`src/rtl/fifo_stream_reader.sv`:
```
// fifo_stream_reader: drains a synchronous FIFO into a framed valid/ready stream via a 2-entry skid buffer
// Ports: clk/rst (sync, active-high); en gates new reads; fifo_rd_en/fifo_data_out/fifo_empty/fifo_underflow
// face the FIFO read side; m_valid/m_data/m_last/m_ready form the output stream; underflow_cnt is a
// saturating count of fifo_underflow cycles, built only when FIFO_READER_UNDERFLOW_CNT_EN is defined.
module fifo_stream_reader #(
  parameter int FIFO_WIDTH = 16,
  parameter int PKT_LEN    = 4
) (
  input  logic                  clk,
  input  logic                  rst,
  input  logic                  en,
  output logic                  fifo_rd_en,
  input  logic [FIFO_WIDTH-1:0] fifo_data_out,
  input  logic                  fifo_empty,
  input  logic                  fifo_underflow,
  output logic                  m_valid,
  output logic [FIFO_WIDTH-1:0] m_data,
  output logic                  m_last,
  input  logic                  m_ready,
  output logic [7:0]            underflow_cnt
);
  localparam int BW = PKT_LEN > 1 ? $clog2(PKT_LEN) : 1;
  localparam logic [BW-1:0] LAST = BW'(PKT_LEN - 1);
  logic [FIFO_WIDTH-1:0] head_q, head_d, tail_q, tail_d;
  logic [1:0] occ_q, occ_d;
  logic inflight_q, inflight_d;
  logic [BW-1:0] beat_q, beat_d;
  logic pop;
  logic [2:0] pend;
  assign m_valid = occ_q != 2'd0;
  assign m_data = head_q;
  assign m_last = m_valid && beat_q == LAST;
  assign pop = m_valid && m_ready;
  always_comb begin
    // pend is the occupancy after this edge; a read is issued only if its word still fits next cycle
    pend = {1'b0, occ_q} + {2'b0, inflight_q} - {2'b0, pop};
    fifo_rd_en = !rst && en && !fifo_empty && pend < 3'd2;
    inflight_d = fifo_rd_en;
    occ_d = pend[1:0];
    head_d = (pop && occ_q == 2'd2) ? tail_q :
             (inflight_q && (occ_q == 2'd0 || pop)) ? fifo_data_out : head_q;
    tail_d = (inflight_q && occ_d == 2'd2) ? fifo_data_out : tail_q;
    beat_d = !pop ? beat_q : (beat_q == LAST) ? '0 : beat_q + 1'b1;
  end
  always_ff @(posedge clk) begin
    if (rst) begin
      head_q <= '0;
      tail_q <= '0;
      occ_q <= '0;
      inflight_q <= 1'b0;
      beat_q <= '0;
    end else begin
      head_q <= head_d;
      tail_q <= tail_d;
      occ_q <= occ_d;
      inflight_q <= inflight_d;
      beat_q <= beat_d;
    end
  end
`ifdef FIFO_READER_UNDERFLOW_CNT_EN
  logic [7:0] ucnt_q, ucnt_d;
  assign ucnt_d = (fifo_underflow && ucnt_q != 8'hff) ? ucnt_q + 8'd1 : ucnt_q;
  always_ff @(posedge clk) begin
    if (rst) ucnt_q <= '0;
    else ucnt_q <= ucnt_d;
  end
  assign underflow_cnt = ucnt_q;
`else
  logic unused_underflow;
  assign unused_underflow = fifo_underflow;
  assign underflow_cnt = 8'd0;
`endif
endmodule
```
`config.mk`:
```
export PLATFORM = sky130hd
export DESIGN_NAME = fifo_stream_reader
export DESIGN_NICKNAME = d
export VERILOG_FILES = /design/src/rtl/fifo_stream_reader.sv
export SDC_FILE = /design/constraint.sdc
export NUM_CORES = 1
export LEC_CHECK = 0
export ABC_CLOCK_PERIOD_IN_PS = 3020
export BUFFER_PORTS_ARGS = -buffer_cell sky130_fd_sc_hd__buf_2
export CELL_PAD_IN_SITES_DETAIL_PLACEMENT = 1
export CELL_PAD_IN_SITES_GLOBAL_PLACEMENT = 1
export CORE_ASPECT_RATIO = 1.25
export CORE_MARGIN = 5
export CORE_UTILIZATION = 40
export CTS_BUF_LIST = sky130_fd_sc_hd__clkbuf_8
export DETAILED_ROUTE_END_ITERATION = 10
export PLACE_DENSITY = 0.93
export REMOVE_ABC_BUFFERS = 1
export SYNTH_ARGS = -nofsm -noshare
export SYNTH_HDL_FRONTEND = slang
export SYNTH_SLANG_ARGS = --single-unit
```
`constraint.sdc`:
```
create_clock -name clk -period 3.02 [get_ports clk]
set_input_delay 0.453 -clock clk [delete_from_list [all_inputs] [get_ports clk]]
set_output_delay 0.453 -clock clk [all_outputs]
set_load 0.005 [all_outputs]
```
==> metrics.yaml <==
sta:
  fin_tns_setup_ns: 0
  timing.final.crit_share_pct: 95.7
  relSlewSlack_pct: 43.7
  fmax_mhz: 346
  rsz0062_at_grt: "false"
  drv_slew: 0
  holdWs_ns: 0.346
  worst_slew_pin_slew_ns: 0.842
  setup_violations: 0
  hold_viol: 0
  skew_ns: 0.00278
  period_minus_slack_ns: 2.89
placement:
  portBuffers: 39
  gp_congestion: 0.722
  hpwl_um: 2860
  dpl_cell_area_mm2: 0.00192
pwr:
  switchingPower_uw: 561
  ir_worst_vdd_mv: 0.525
  p_seq_share_pct: 41.0
  power_density_mw_per_mm2: 786
  leakage_uw: 0.000946
  combPwrFrac_pct: 38.5
  power.total_uw: 1590
  switching_share_pct: 35.2
  intPower_uw: 1030
  clock_power_share_pct: 20.5
cts:
  clkTransAtPathRegs_ns: 0.07
  cts_made_buffers: 5
  cts_tree: "built"
  cts.sinks: 37
  cts_buffer_depth: 2
  insertion_delay_ns: 0.28
  cts_root_buf: "clkbuf_8"
  htreeDepth: 2
grt:
  grt.total_usage_pct: 14.9
  grt_max_degree: 39
  antenna_found_initial: 0
  grt_pass1_wl_um: 6640
  grt_pass1_vias: 1453
  grt_overflow: 0
hold_path:
  hold_path_class: "in2reg"
finish:
  final_util_pct: 49.1
  nNetsFinal: 250
  final_area_mm2: 0.00203
  layout-drive-gt1-share_pct: 29.3
  fillers: 517
  diodes: 0
  areaGrowthSynthToFinish_pct: 16.9
route:
  wl_per_cell_um: 14.4
  vias: 1425
  drc: 0
  drt_first_pass_iters: 4
  drt-total-wl_um: 4040
  ant_nets: 0
  vias_per_cell: 5.07
  dr.first_iter.drc_count: 60
logic_synthesis:
  syn_area_mm2: 0.00173
  ys_types: 26
  synthXorXnorAreaFrac_pct: 0.505
  synthSimpleGateAreaFrac_pct: 15.5
  yosys_warnings: 0
  synth_fa_ha_area_share_pct: 3.32
  async_flop_share_pct: 0
  syn_avg_cell_area_um2: 9.32
  synth-compound-area-share_pct: 17.7
  synth-seq-cells: 37
  ys_seq_area_share_pct: 42.7
  synth_cells: 186
  synthFlopType: "dfxtp_1"
  synth_edf_count: 0
  synthMuxAreaShare_pct: 10.7
  synth_top_family_by_area: "compound AO/OA/AOI/OAI gates"
die:
  num_io_pins: 49
  die-area_mm2: 0.00576
  die_x_um: 68.9
  num_rows: 26
  start_util_pct: 42.0
  die_h_um: 83.6
  core_mm2: 0.00413
setup_path:
  path_class: "reg2out"
  crit_path_max_incr_delay_ns: 0.50
  path_cells: "o21ai_4, inv_1, ha_1, inv_1, ha_1, fa_1, nand2b_1, nor4_1, buf_2"
  startpoint_type: "flip-flop"
  cp_slowest_cell: "fa_1"
  cp-end-kind: "output pin"
  required_ns: 2.57
  crit_arrival_ns: 2.44
  cp_max_fo: 5
outcome:
  status: "finished, final reports clean"
run:
  maxCapViolations: 0
path summary, 6_finish.rpt:
| kind | startpoint | to | slack, ns | cells after the start |
|---|---|---|---|---|
| worst min register to register | tail_q[7] | tail_q[7] | 0.46 | 2 |
| worst max-delay path | occ_q[1] | fifo_rd_en | 0.13 | 9 |
| worst max register to register | occ_q[1] | tail_q[11] | 0.68 | 10 |
| worst min-delay path | fifo_empty | inflight_q | 0.35 | 2 |
routing by layer:
metal  global-route usage [%]  up-vias  routed length, µm
met2                     25.9       41               2140
met3                     3.23        7                242
met4                     4.79        0                 58
met5                        0        -                  0
met1                     17.5      679               1600
li1                         -      698                  -
flip-flops by register name, indices dropped and copies added (netlist names):
register,count
beat_q,2
inflight_q,1
m_data,16
occ_q,2
tail_q,16
worst max-delay path: cells and delay by family, from the launching register on:
kind,cells,cell delay [ns]
AO/OA/AOI/OAI,1,0.16
adder cells (fa/ha/maj),3,0.96
buffers and inverters,3,0.26
flip-flops,1,0.36
AND/OR/NAND/NOR,2,0.42
synthesized netlist by cell type (all sizes together) (2+ instances only):
cell type  count  area share (%)
a21oi         17             4.9
a221oi        16              12
and2           2            0.72
buf           14             6.5
clkbuf         7             1.5
dfxtp         37              43
ha             3             2.2
inv            6             1.3
mux2i         17             9.8
nand2         35             7.6
nand3b         2            0.87
nor2          17             3.7
nor2b          2            0.72
nor4           2            0.72
logic make-up after synthesis:
logic type,Yosys count
other,1
adder cells (fa/ha/maj),4
XOR/XNOR,1
buffers and inverters,27
flip-flops,37
AO/OA/AOI/OAI,35
AND/OR/NAND/NOR,63
multiplexers,18
through the flow:
| stage | worst slack [ns] | cells |
|---|---|---|
| after floorplan | 0.456 | 172 |
| after global placement | 0.225 | 272 |
| after detailed placement | 0.0997 | 272 |
| after CTS | 0.0204 | 280 |
| after global routing | 0.0286 | 281 |
| final | 0.129 | 281 |
timing repair:
item                       CTS  global route
buffers inserted             0             1
gates resized for setup      2             2
pin swaps                    0             1
setup endpoints to repair    1             1
hold buffers                 0             0
power groups by stage:
stage	Sequential (µW)	Combinational, µW	Clock [µW]
detailed placement	658	615	0
global route	667	692	358
CTS	649	619	339
floorplan	657	393	0
global placement	652	589	0
finish	654	614	326
layout make-up:
cell class | instances | area (µm²) | area share (%)
Clock buffer | 5 | 68.8 | 3.40
Clock inverter | 3 | 13.8 | 0.679
Inverter | 6 | 22.5 | 1.11
Multi-Input combinational cell | 129 | 870 | 42.9
Sequential cell | 37 | 742 | 36.6
Tap cell | 56 | 70.1 | 3.46
Timing Repair Buffer | 45 | 240 | 11.9
layout by cell type (no fill, tap or decap), drive strengths merged:
cell,n
xnor2,1
clkinv,2
a221oi,16
nor4,2
and3b,1
a21o,1
nand2b,1
nor2,17
or3,1
dfxtp,37
o21ai,1
buf,45
a21oi,17
nor2b,2
conb,8
clkbuf,5
nand3b,2
inv,7
fa,1
nand2,35
and2,2
mux2i,17
ha,3
mux2,1
No activity file was read; power rests on OpenSTA's default activity.
